## src/rtl/stopwatch_pkg.sv

```systemverilog
`default_nettype none
// ============================================================================
//  Module      : stopwatch_pkg
//  Description : Shared types and constants for the stopwatch display path:
//                FSM state encodings, BCD digit width, seconds wrap value,
//                blank masks for the minutes/seconds digit pairs and a
//                binary-to-two-digit-BCD helper.
//  Revision    : 1.0  initial release
// ============================================================================
package stopwatch_pkg;

  // FSM states; the encoding is visible on the status LED port
  typedef enum logic [1:0] {
    ST_IDLE   = 2'd0,
    ST_RUN    = 2'd1,
    ST_PAUSE  = 2'd2,
    ST_ADJUST = 2'd3
  } state_t;

  localparam int         c_BCD_W     = 4;
  localparam logic [6:0] c_SEC_MAX   = 7'd59;

  // Blank mask bit i blanks led_i; led_0/led_1 are minutes, led_2/led_3 seconds
  localparam logic [3:0] c_BLANK_MIN = 4'b0011;
  localparam logic [3:0] c_BLANK_SEC = 4'b1100;

  // Binary 0..99 to packed {tens, ones} BCD
  function automatic logic [2*c_BCD_W-1:0] to_bcd(input logic [6:0] v);
    return {4'(v / 7'd10), 4'(v % 7'd10)};
  endfunction

endpackage
`default_nettype wire

```

## src/rtl/bcd2_counter.sv

```systemverilog
`default_nettype none
// ============================================================================
//  Module      : bcd2_counter
//  Description : Two-digit BCD counter. Increments on inc, returns to 00 after
//                reaching the wrap value and flags carry in that cycle. A
//                synchronous clear has priority over inc.
//  Revision    : 1.0  initial release
// ============================================================================
module bcd2_counter
  import stopwatch_pkg::*;
(
  input  logic               clk,
  input  logic               rst_n,
  input  logic               clr,
  input  logic               inc,
  input  logic [6:0]         wrap,
  output logic [c_BCD_W-1:0] tens,
  output logic [c_BCD_W-1:0] ones,
  output logic               carry
);

  logic [c_BCD_W-1:0]   r_tens;
  logic [c_BCD_W-1:0]   r_ones;
  logic [2*c_BCD_W-1:0] w_wrap_bcd;
  logic                 w_at_wrap;

  // wrap is driven by constants, so this conversion folds away
  assign w_wrap_bcd = to_bcd(wrap);
  assign w_at_wrap  = ({r_tens, r_ones} == w_wrap_bcd);
  assign carry      = inc & w_at_wrap;
  assign tens       = r_tens;
  assign ones       = r_ones;

  // Digit registers: clear, wrap to 00, or BCD increment with ones->tens carry
  always_ff @(posedge clk or negedge rst_n) begin
    if (!rst_n) begin
      r_tens <= '0;
      r_ones <= '0;
    end else if (clr) begin
      r_tens <= '0;
      r_ones <= '0;
    end else if (inc) begin
      if (w_at_wrap) begin
        r_tens <= '0;
        r_ones <= '0;
      end else if (r_ones == 4'd9) begin
        r_ones <= '0;
        r_tens <= r_tens + 4'd1;
      end else begin
        r_ones <= r_ones + 4'd1;
      end
    end
  end

endmodule
`default_nettype wire

```

## src/rtl/stopwatch_ctrl.sv

```systemverilog
`default_nettype none
// ============================================================================
//  Module      : stopwatch_ctrl
//  Description : MM:SS stopwatch sequencer. Run/pause/adjust FSM, BCD time
//                base and blink/blank generation for a 4-digit display mux.
//                Optional lap hold is built when STOPWATCH_LAP_EN is defined;
//                otherwise btn_lap is ignored.
//  Revision    : 1.0  initial release
// ============================================================================
module stopwatch_ctrl
  import stopwatch_pkg::*;
#(
  parameter int MAX_MINUTES = 59
) (
  input  logic               clk,
  input  logic               rst_n,
  input  logic               tick_1hz,
  input  logic               tick_2hz,
  input  logic               btn_pause,
  input  logic               btn_reset,
  input  logic               btn_lap,
  input  logic               adj_en,
  input  logic               adj_sel,
  output logic [c_BCD_W-1:0] led_0,
  output logic [c_BCD_W-1:0] led_1,
  output logic [c_BCD_W-1:0] led_2,
  output logic [c_BCD_W-1:0] led_3,
  output logic [3:0]         blank,
  output logic [1:0]         state
);

  state_t r_state, w_state_next;
  logic   r_phase, w_phase_next;
  logic [3:0] r_blank, w_blank_next;

  logic w_clr, w_sec_inc, w_min_inc, w_adj_tick;
  logic w_sec_carry, w_min_carry;
  logic [c_BCD_W-1:0] w_min_t, w_min_o, w_sec_t, w_sec_o;

  bcd2_counter u_sec (
    .clk   (clk),
    .rst_n (rst_n),
    .clr   (w_clr),
    .inc   (w_sec_inc),
    .wrap  (c_SEC_MAX),
    .tens  (w_sec_t),
    .ones  (w_sec_o),
    .carry (w_sec_carry)
  );

  bcd2_counter u_min (
    .clk   (clk),
    .rst_n (rst_n),
    .clr   (w_clr),
    .inc   (w_min_inc),
    .wrap  (7'(MAX_MINUTES)),
    .tens  (w_min_t),
    .ones  (w_min_o),
    .carry (w_min_carry)
  );

  // Next state, counter enables, blink phase and blank mask; priority is
  // btn_reset > adj_en > btn_pause > tick
  always_comb begin
    w_state_next = r_state;
    w_phase_next = r_phase;
    w_clr        = 1'b0;
    w_sec_inc    = 1'b0;
    w_min_inc    = 1'b0;
    w_adj_tick   = 1'b0;
    w_blank_next = 4'b0000;

    if (btn_reset) begin
      w_clr        = 1'b1;
      w_phase_next = 1'b0;
      w_state_next = adj_en ? ST_ADJUST : ST_IDLE;
    end else begin
      case (r_state)
        ST_IDLE: begin
          if (adj_en)         w_state_next = ST_ADJUST;
          else if (btn_pause) w_state_next = ST_RUN;
        end
        ST_RUN: begin
          if (adj_en) begin
            w_state_next = ST_ADJUST;
          end else begin
            // A tick coinciding with pause still counts
            if (btn_pause) w_state_next = ST_PAUSE;
            w_sec_inc = tick_1hz;
            w_min_inc = w_sec_carry;
          end
        end
        ST_PAUSE: begin
          if (adj_en)         w_state_next = ST_ADJUST;
          else if (btn_pause) w_state_next = ST_RUN;
        end
        ST_ADJUST: begin
          if (!adj_en) begin
            w_state_next = ST_PAUSE;
            w_phase_next = 1'b0;
          end else if (tick_2hz) begin
            // Seconds carry is deliberately not forwarded to minutes here
            w_adj_tick   = 1'b1;
            w_phase_next = ~r_phase;
            w_sec_inc    = adj_sel;
            w_min_inc    = ~adj_sel;
          end
        end
        default: w_state_next = ST_IDLE;
      endcase
    end

    // adj_sel is only sampled on a blink tick; between ticks the mask holds
    if ((w_state_next == ST_ADJUST) && w_phase_next) begin
      if (w_adj_tick) w_blank_next = adj_sel ? c_BLANK_SEC : c_BLANK_MIN;
      else            w_blank_next = r_blank;
    end
  end

  // State, blink phase and blank mask registers
  always_ff @(posedge clk or negedge rst_n) begin
    if (!rst_n) begin
      r_state <= ST_IDLE;
      r_phase <= 1'b0;
      r_blank <= 4'b0000;
    end else begin
      r_state <= w_state_next;
      r_phase <= w_phase_next;
      r_blank <= w_blank_next;
    end
  end

  assign state = r_state;
  assign blank = r_blank;

  // Minutes wrap carry has no consumer
  logic w_unused_carry;
  assign w_unused_carry = w_min_carry;

`ifdef STOPWATCH_LAP_EN
  logic r_hold, w_hold_next;
  logic [4*c_BCD_W-1:0] r_lap;

  // Hold releases on reset, pause, entry to ADJUST or a second lap press;
  // a lap press is honoured only in RUN
  always_comb begin
    w_hold_next = r_hold;
    if (btn_reset || btn_pause ||
        ((w_state_next == ST_ADJUST) && (r_state != ST_ADJUST)))
      w_hold_next = 1'b0;
    else if (btn_lap && (r_state == ST_RUN))
      w_hold_next = ~r_hold;
  end

  // Lap hold flag and frozen digits captured from the current count
  always_ff @(posedge clk or negedge rst_n) begin
    if (!rst_n) begin
      r_hold <= 1'b0;
      r_lap  <= '0;
    end else begin
      r_hold <= w_hold_next;
      if (w_hold_next && !r_hold)
        r_lap <= {w_min_t, w_min_o, w_sec_t, w_sec_o};
    end
  end

  assign {led_0, led_1, led_2, led_3} =
      r_hold ? r_lap : {w_min_t, w_min_o, w_sec_t, w_sec_o};
`else
  logic w_unused_lap;
  assign w_unused_lap = btn_lap;

  assign {led_0, led_1, led_2, led_3} = {w_min_t, w_min_o, w_sec_t, w_sec_o};
`endif

endmodule
`default_nettype wire

```

## config.mk

```make
export PLATFORM = sky130hd
export DESIGN_NAME = stopwatch_ctrl
export DESIGN_NICKNAME = d
export VERILOG_FILES = /design/src/rtl/stopwatch_pkg.sv /design/src/rtl/bcd2_counter.sv /design/src/rtl/stopwatch_ctrl.sv
export SDC_FILE = /design/constraint.sdc
export NUM_CORES = 1
export LEC_CHECK = 0
export BUFFER_PORTS_ARGS = -buffer_cell sky130_fd_sc_hd__buf_2
export CORE_MARGIN = 3
export CORE_UTILIZATION = 48
export DETAILED_ROUTE_END_ITERATION = 8
export GPL_ROUTABILITY_DRIVEN = 0
export HOLD_SLACK_MARGIN = 0.12
export PLACE_DENSITY = 0.82
export SLEW_MARGIN = 20
export SYNTH_ARGS = -nofsm -noshare
export SYNTH_HDL_FRONTEND = slang
export SYNTH_SLANG_ARGS = --single-unit
```

## constraint.sdc

```tcl
create_clock -name clk -period 1.6 [get_ports clk]
set_input_delay 0.32 -clock clk [delete_from_list [all_inputs] [get_ports clk]]
set_output_delay 0.32 -clock clk [all_outputs]
set_load 0.02 [all_outputs]
```

Yosys cells after proc, flatten, opt, wreduce, memory -nomap -nowiden
Cells that the tools add are included.
{ "word_totals": {"out_inout_bits": 22, "register_bits": 23, "romBits": 0, "latch_bits": 0, "ram_bits": 0, "wordCells": 78, "mem_count": 0, "in_bits": 9} }
{ "classes": {"n_reduce_logical": 9, "magnitude_cmp": 0, "bitwise_logic": 3, "n_shift": 0, "addsub": 4, "multipliers": 0, "eq_ne": 9, "n_mux": 46, "n_div": 0} }
{ "op_table": {"columns": ["cell", "n"], "rows": [
  ["$mux 4", 19],
  ["$mux 1", 17],
  ["$add 4x1->4 const B", 4],
  ["$eq 8x7->1 const B", 2],
  ["$mux 2", 7],
  ["$eq 4x4->1 const B", 2],
  ["$eq 2x2->1 const B", 3],
  ["$pmux 2 s3", 1],
  ["$reduce_bool 3->1", 2],
  ["$pmux 1 s2", 2],
  ["$reduce_and 2->1", 2],
  ["$reduce_bool 2->1", 2],
  ["$eq 2x1->1 const B", 1],
  ["$logic_not 2->1", 1],
  ["$ne 2x2->1 const B", 1],
  ["$not 1->1", 2],
  ["$reduce_or 2->1", 1],
  ["$and 1x1->1", 1],
  ["$logic_and 1x1->1", 1]
]} }

Longest topological paths before layout
Gate-level depths: netlist of the first run.
{ "logic_depth": {"depth_word": 10, "depth_mapped": 7, "ltp_nobuf": 6} }

Modules after synthesis
A second synthesis of the first run with hierarchy kept.
{ "unflattened": {"hier_cells": 310, "hier_area_um2": 2433.6} }
{ "modules_own_cells": {"columns": ["mod", "cells_per_inst", "n_inst", "area_per_inst_um2", "seq_area_each_um2"], "rows": [
  ["bcd2_counter", 137, 2, 1061.0, 200.2],
  ["stopwatch_ctrl", 36, 1, 311.5, 125.1]
]} }

Worst setup path before layout of the first run
No wires, ideal clock.
{ "synth_path": {"path_kind": "register -> register", "startpoint": "register r_state[1], in the netlist state[1]", "endpoint": "register u_min.r_ones[2], in the netlist u_min.ones[2]", "slack_ns": -0.127, "n_path_buf": 1, "stages_incl_launch_ff": 6, "synth_period_minus_slack_ns": 1.727, "setup_ns": 0.128, "t_arrival_ns": 1.599, "required_time_ns": 1.472, "path_cell_list": "dfrtp_1 > buf_4 > and4_4 > o211a_2 > o211ai_1 > mux2_1"} }
{ "synth_between": {"elab_chain_len": 8, "elab_cells_between_ends": 9, "classes_between": "2 x eq/ne; 5 x mux; 1 x bitwise; 1 x reduce/logical"} }
{ "synth_lines": {"columns": ["element", "line", "rtl"], "rows": [
  ["start: declaration", "stopwatch_ctrl.sv:32", "state_t r_state, w_state_next;"],
  ["start signal: assignment", "stopwatch_ctrl.sv:127", "r_state <= w_state_next;"],
  ["$eq 2x2->1 or $eq 2x1->1 (tied branches)", "stopwatch_ctrl.sv:78", "case (r_state)"],
  ["$pmux 1 s2", "stopwatch_ctrl.sv:78", null],
  ["$mux 1", "stopwatch_ctrl.sv:73", "if (btn_reset) begin"],
  ["$and 1x1->1", "bcd2_counter.sv:30", "assign carry = inc & w_at_wrap;"],
  ["$mux 1", "stopwatch_ctrl.sv:84", "if (adj_en) begin"],
  ["$pmux 1 s2 *", "stopwatch_ctrl.sv:78", null],
  ["$mux 1 *", "stopwatch_ctrl.sv:73", null],
  ["$reduce_bool 2->1 (no line) *", null, null],
  ["end signal: assignment", "bcd2_counter.sv:50", "r_ones <= r_ones + 4'd1;"],
  ["end: declaration", "bcd2_counter.sv:23", "logic [c_BCD_W-1:0] r_ones;"]
]} }
Mark *: on every way between the ends. The rest lies on a longest branch, timed or not.
A chain may end at the register's enable or synchronous reset.

Worst setup path after layout of the first run
Same ends and word-level chain as after synthesis.

==> impl_results.md, run 1 <==
- Root Buffer: clkbuf_4
- H-Tree Depth: 1
- Sequential cell area: 530.5 um^2
- Pwr per Cell Area: 519.8 nW/um^2
- Fillers: 185
- Setup crit end: u_min.ones[2]
- Non-Filler Instances: 227
- Initial antenna violation count: 0
- Hold Slack: 333.0 ps
- CTS Buffer Depth: 2
- Crit Path Max Fanout: 4
- Footprint of the multi-input gates: 823.3 um^2
- Warnings, synthesis: 0
- Vias after detailed routing: 1315
- Die height: 58.94 um
- Crit path from: state[1]
- Global-route wire length before repair: 5630 um
- Number of diodes: 0
- R2r setup slk: -30 ps
- Crit path largest cell delay: 460 ps
- Cell leakage power: 0.8949 nW
- Post-DP HPWL: 2500 um
- Critical path class: reg2reg
- Drt initial violations: 34
- DP Cell Count: 218
- Die Span X: 58.94 um
- Worst rel slew slack: 67.30%
- Crit path arrival time: 1830 ps
- CTS tree: yes
- Cell family with most CP delay: flip-flops
- Boundary Pins: 31
- Share of cells above drive strength 1: 43.65%
- Setup TNS: -50.12 ps
- CP max stage cell: dfrtp_2
- Post-route DRC: 0
- RR Startpoint: state[1]
- Gr usage total: 21.40%
- Most common cell after layout, fill and taps aside: buf_4
- Initial Utilization: 52.39%
- Layout area overhead: 36.74%
- EDFF count, synth: 0
- CP Launch Type: register
- Part of the cycle the worst path needs: 101.8%
- Clock sinks: 21
- Max Clock Freq: 0.6142 GHz
- Final setup viols: 3
- CP required: 1800 ps
- Avg Inst Size Synth: 9.539 um^2
- Final setup skew: 2.196 ps
- GRT overflow: 0
- Worst hold-check path type: in2reg
- IO Port Bufs: 29
- Critical path buffers and inverters: 1
- Minimum clock period after layout: 1628 ps
- DRT antenna net count: 0
- Syn Std Cell Area: 1345 um^2
- DRT Wirelength: 3520 um
- #FFs+latches synth: 21
- Stages on worst setup path: 5
- Site row count: 18
- Failing checks: setup timing
- Netlist cell types: 44
- DIE AREA: 3473 um^2
- Layout Nets: 213
- Register area share after synthesis: 39.07%
- DR vias/cell: 5.793
- TritonCTS buffer count: 3
- Placeable Area: 2567 um^2
- Async S/R FF share, synth: 100.0%
- CP Cell Sequence: nor3b_4 -> buf_4 -> o211a_4 -> o211ai_1 -> mux2_1
- Max-cap violations: 0
- Unrepaired setup endpoints after global routing: true
- Slew Limit Fails: 0
- Max VDD drop: 0.5253 mV
- Post-Synthesis Cells: 141
- Vias in the first global route: 1287
- Pin count of the biggest net entering global routing: 22
- Drt first pass iters: 4
- Clock-pin slew on the worst setup and hold paths: 110 ps
- WL/cell: 15.51 um
- Worst skew pair latency: 300 ps
- Highest-count cells in the layout ignoring fill and taps: 30 x buf_4, 29 x buf_2, 17 x dfrtp_1
- R2R cell count: 5
- Reg-to-reg endpoint: u_min.ones[2]
- Status: finished, violations left
- Commonest register cell after synthesis: dfrtp_1
- Worst setup EP type: register
- Final worst slack: -28.17 ps
- Syn Nets: 156
- Slew @ Worst Pin: 490.6 ps
- Fin. Hold Viols: 0
-- how the worst min path moves through the flow --
stage / endpoint / slack, ps / startpoint / cells past startpoint
5_1_grt: state[0] / 340 / btn_pause / 3
3_5_place_dp: u_sec.tens[3] / 310 / rst_n / 1
3_3_place_gp: u_sec.ones[3] / 300 / rst_n / 1
6_report: state[0] / 330 / btn_pause / 3
4_1_cts: state[0] / 320 / btn_pause / 3
2_1_floorplan: blank[1] / 20 / rst_n / 0
-- synthesized netlist by cell type, drive strengths merged, types with 2 or more instances --
library cell	n	area share (%)
mux2i	6	4.5
a21oi	11	4.1
o21bai	2	1.1
a211oi	2	1.1
nand3	5	1.9
buf	6	3.4
clkbuf	3	0.84
o21ai	6	2.2
or3	5	2.3
o211ai	9	5.8
o2111ai	3	2.0
nor3	2	0.74
nor2b	3	1.4
nor3b	2	2.0
dfrtp	21	39
nand2	10	2.8
and3b	3	2.0
ha	6	5.6
inv	8	2.2
and4	2	1.5
nor2	10	3.0
or4	2	1.1
o211a	2	1.5
-- registers in the layout, indices dropped and copies added (netlist names) --
name,flops
u_min.ones,4
u_min.tens,4
u_sec.ones,4
u_sec.tens,4
blank,2
state,2
r_phase,1
-- layout make-up --
cell class / instances / area share [%]
well taps: 30 / 2.041
repair buffers: 61 / 21.29
multi-input cells: 103 / 44.76
clock buffers: 4 / 1.429
flip-flops and latches: 21 / 28.84
inverters: 8 / 1.633
-- worst register-to-register path: stages (launching register included) --
cell      delay [ps]
dfrtp_2          460
nor3b_4          300
buf_4            180
o211a_4          170
o211ai_1         100
mux2_1           330
-- layer usage --
layer / global-route usage [%] / up-vias / part of all wire [%]
li1: - / 631 / -
met1: 26.39 / 647 / 43
met2: 35.49 / 33 / 51
met3: 3.070 / 4 / 4.1
met4: 12.30 / 0 / 1.4
met5: 0 / - / 0
-- timing repair --
action | CTS | global route
endpoints found under the setup margin | 7 | 9
pin swaps | 2 | 2
hold buffers | 1 | 0
gates resized for setup | 6 | 7
setup buffers | 2 | 2
hold endpoints to repair | 21 | 0
-- stage by stage --
stage	setup WS (ps)	power [mW]	utilization [%]	cell area (um^2)
2_1_floorplan	-56.09	0.6288	-	1388
3_3_place_gp	-12.46	0.6851	66.52	1708
6_report	-28.17	0.9560	71.64	1839
3_5_place_dp	-86.36	0.6918	66.52	1708
5_1_grt	-125.2	1.010	71.64	1839
4_1_cts	-9.139	0.9597	69.74	1790
-- report_power, final --
part	switching (mW)	internal, mW	leakage (nW)	total, mW
Combinational	0.0884	0.0638	0.598	0.152
Clock	0.161	0.0973	0.0150	0.258
Sequential	0.00721	0.538	0.282	0.546
-- cells by family (layout without fill, tap and decap cells) --
family	count (synthesis)	count (layout)	synth area share, %
adder cells (fa/ha/maj)	6	6	5.581
XOR/XNOR	2	2	1.303
buffers and inverters	17	73	6.511
AND/OR/NAND/NOR	49	49	21.49
multiplexers	7	7	5.302
flip-flops	21	21	39.07
AO/OA/AOI/OAI	39	39	20.74
Power figures use the tool's default switching activity.
==> run 2, diff against run 1 <==
--- a/config.mk
+++ b/config.mk
@@ -6,8 +6,10 @@
 export NUM_CORES = 1
 export LEC_CHECK = 0
 export BUFFER_PORTS_ARGS = -buffer_cell sky130_fd_sc_hd__buf_2
+export CELL_PAD_IN_SITES_DETAIL_PLACEMENT = 1
+export CELL_PAD_IN_SITES_GLOBAL_PLACEMENT = 1
 export CORE_MARGIN = 3
-export CORE_UTILIZATION = 48
+export CORE_UTILIZATION = 36
 export DETAILED_ROUTE_END_ITERATION = 8
 export GPL_ROUTABILITY_DRIVEN = 0
 export HOLD_SLACK_MARGIN = 0.12
==> run 2 against run 1 <==
  * The run still ends with setup timing left
  * Flip-flop and latch count unchanged
  * Setup slack gained 17 ps
  * Clock power up 39%
  * Critical endpoint unchanged
  * Register-to-register slack better by 20 ps
  * Critical path depth up 1
  * Worst hold slack improved by 48 ps
  * Critical path type unchanged
  * Combinational power barely moved
  * Largest cell class unchanged
==> impl_results.md, run 2 (same netlist as run 1, synthesis figures left out) <==
- Crit path arrival time: 1760 ps (was 1830 ps)
- Internal Power: 0.7762 mW (was 0.6995 mW)
- Share of cells above drive strength 1: 42.05% (was 43.65%)
- Vias in the first global route: 1368 (was 1287)
- Most common cell after layout, fill and taps aside: buf_2 (was buf_4)
- Root Buffer: clkbuf_8 (was clkbuf_4)
- Post-layout util: 53.10% (was 71.64%)
- CTS Buffer Depth: 2 (unchanged)
- Worst setup EP type: register (unchanged)
- Drt first pass iters: 4 (unchanged)
- Crit path largest cell delay: 450 ps (was 460 ps)
- Number of diodes: 0 (unchanged)
- Boundary Pins: 31 (unchanged)
- Worst skew pair latency: 260 ps (was 300 ps)
- Worst hold-check path type: in2reg (unchanged)
- Met2 GRT Util: 34.60% (was 35.49%)
- Non-Filler Instances: 241 (was 227)
- Final worst slack: -10.77 ps (was -28.17 ps)
- Gate power share: 14.5% (was 15.9%)
- Pwr per Cell Area: 574.3 nW/um^2 (was 519.8 nW/um^2)
- Initial Utilization: 38.78% (was 52.39%)
- Final setup viols: 1 (was 3)
- Met1 Resource Use GR: 24.51% (was 26.39%)
- Critical path class: reg2reg (unchanged)
- Site row count: 21 (was 18)
- Status: finished, violations left (unchanged)
- Post-route DRC: 0 (unchanged)
- Sw Pwr: 0.2815 mW (was 0.2566 mW)
- Drt initial violations: 76 (was 34)
- Sw frac: 26.62% (was 26.84%)
- GR Layer Usage met3: 2.361% (was 3.070%)
- Crit Path Max Fanout: 6 (was 4)
- GRT overflow: 0 (unchanged)
- Worst rel slew slack: 66.89% (was 67.30%)
- Max-cap violations: 0 (unchanged)
- Minimum clock period after layout: 1611 ps (was 1628 ps)
- Critical path buffers and inverters: 2 (was 1)
- H-Tree Depth: 1 (unchanged)
- DRT antenna net count: 0 (unchanged)
- Global-route wire length before repair: 6699 um (was 5630 um)
- Die Span X: 67.13 um (was 58.94 um)
- Clock-pin slew on the worst setup and hold paths: 80 ps (was 110 ps)
- Unrepaired setup endpoints after global routing: true (unchanged)
- TritonCTS buffer count: 3 (unchanged)
- GRT Max-Usage Layer: met2 (unchanged)
- CP max stage cell: dfrtp_2 (unchanged)
- WL/cell: 17.36 um (was 15.51 um)
- Post-DP HPWL: 2906 um (was 2500 um)
- Clock power share: 33.9% (was 27.0%)
- DRT Wirelength: 4183 um (was 3520 um)
- Cell leakage power: 0.9048 nW (was 0.8949 nW)
- CTS tree: yes (unchanged)
- CP Launch Type: register (unchanged)
- Fillers: 414 (was 185)
- Slew Limit Fails: 0 (unchanged)
- Slew @ Worst Pin: 496.6 ps (was 490.6 ps)
- Part of the cycle the worst path needs: 100.7% (was 101.8%)
- Max Clock Freq: 0.6208 GHz (was 0.6142 GHz)
- Final setup skew: 1.642 ps (was 2.196 ps)
- Vias after detailed routing: 1329 (was 1315)
- Die height: 67.13 um (was 58.94 um)
- Cell family with most CP delay: flip-flops (unchanged)
- Failing checks: setup timing (unchanged)
- DIE AREA: 4506 um^2 (was 3473 um^2)
- Layout Nets: 211 (was 213)
- Pin count of the biggest net entering global routing: 22 (unchanged)
- Clock sinks: 21 (unchanged)
- Fin. Hold Viols: 0 (unchanged)
- DR vias/cell: 5.515 (was 5.793)
- Highest-count cells in the layout ignoring fill and taps: 29 x buf_2, 25 x buf_4, 17 x dfrtp_1 (was 30 x buf_4, 29 x buf_2, 17 x dfrtp_1)
- Max VDD drop: 0.3963 mV (was 0.5253 mV)
- Setup TNS: -10.77 ps (was -50.12 ps)
- Sequential Power Share: 51.6% (was 57.1%)
- CP required: 1750 ps (was 1800 ps)
- Gr usage total: 19.54% (was 21.40%)
- Placeable Area: 3468 um^2 (was 2567 um^2)
- Initial antenna violation count: 0 (unchanged)
- CP Cell Sequence: buf_6 -> nor3b_2 -> buf_4 -> o2bb2ai_4 -> o211ai_1 -> mux2_4 (was nor3b_4 -> buf_4 -> o211a_4 -> o211ai_1 -> mux2_1)
- DP Cell Count: 230 (was 218)
- IO Port Bufs: 29 (unchanged)
- Layout area overhead: 36.93% (was 36.74%)
[run 2: cell types whose count changed in the layout (fill, tap and decap cells not counted), moves of 3 or more]
cell / change
buf_6: +3
clkbuf_8: +3
clkbuf_4: -3
buf_4: -5
[run 2: area by class of cell]
cell class,instances,area [um^2],area share (%)
flip-flops and latches,21,530.5,28.80
clock inverters,1,5.005,0.2717
repair buffers,59,387.9,21.06
well taps,46,57.56,3.125
clock buffers,3,41.29,2.242
multi-input cells,103,789.5,42.87
inverters,8,30.03,1.630
[run 2: worst paths after layout]
kind	startpoint	to	slack, ps	cells after the start
min reg2reg	blank[1]	blank[1]	540	2
min	btn_pause	state[0]	380	3
min in group asynchronous	rst_n	u_min.tens[2]	560	2
max in group asynchronous	rst_n	u_sec.tens[1]	680	2
max reg2reg	state[1]	u_min.ones[2]	-10	6
max	state[1]	u_min.ones[2]	-10	6
[run 2: tightest hold or removal path, cell delays in order]
cell and delay, ps:
buf_2 110, a21oi_1 70, o21bai_1 110
[run 2: power groups by stage]
stage / registers [mW] / clock network (mW) / logic, mW
after CTS: 0.546 / 0.360 / 0.143
after detailed placement: 0.556 / 0 / 0.135
after floorplan: 0.562 / 0 / 0.0663
after global placement: 0.555 / 0 / 0.127
final: 0.546 / 0.359 / 0.153
after global routing: 0.547 / 0.387 / 0.166
[run 2: metrics by stage]
| step | cell area, um^2 | setup WS, ps | hold WS, ps | power [mW] |
|---|---|---|---|---|
| detailed placement | 1698 | -40.65 | 320.8 | 0.6914 |
| CTS | 1785 | -7.801 | 387.8 | 1.049 |
| finish | 1842 | -10.77 | 381.3 | 1.058 |
| global placement | 1698 | 5.111 | 304.5 | 0.6826 |
| global route | 1842 | -68.91 | 383.0 | 1.100 |
| floorplan | 1388 | -56.09 | 24.41 | 0.6288 |
[run 2: layer usage]
metal / vias to the layer above / routed length [um] / part of all wire, %
met5: - / 0 / 0
met4: 0 / 110 / 2.6
met3: 12 / 149 / 3.6
met2: 30 / 2101 / 50
met1: 662 / 1821 / 44
li1: 625 / - / -
[run 2: timing repair]
item | in CTS | in global routing
endpoints found under the hold margin | 21 | 0
hold buffers | 1 | 0
gates cloned | 0 | 0
setup endpoints to repair | 7 | 10
setup buffers | 2 | 4
pin swaps | 1 | 10
gates resized for setup | 3 | 8
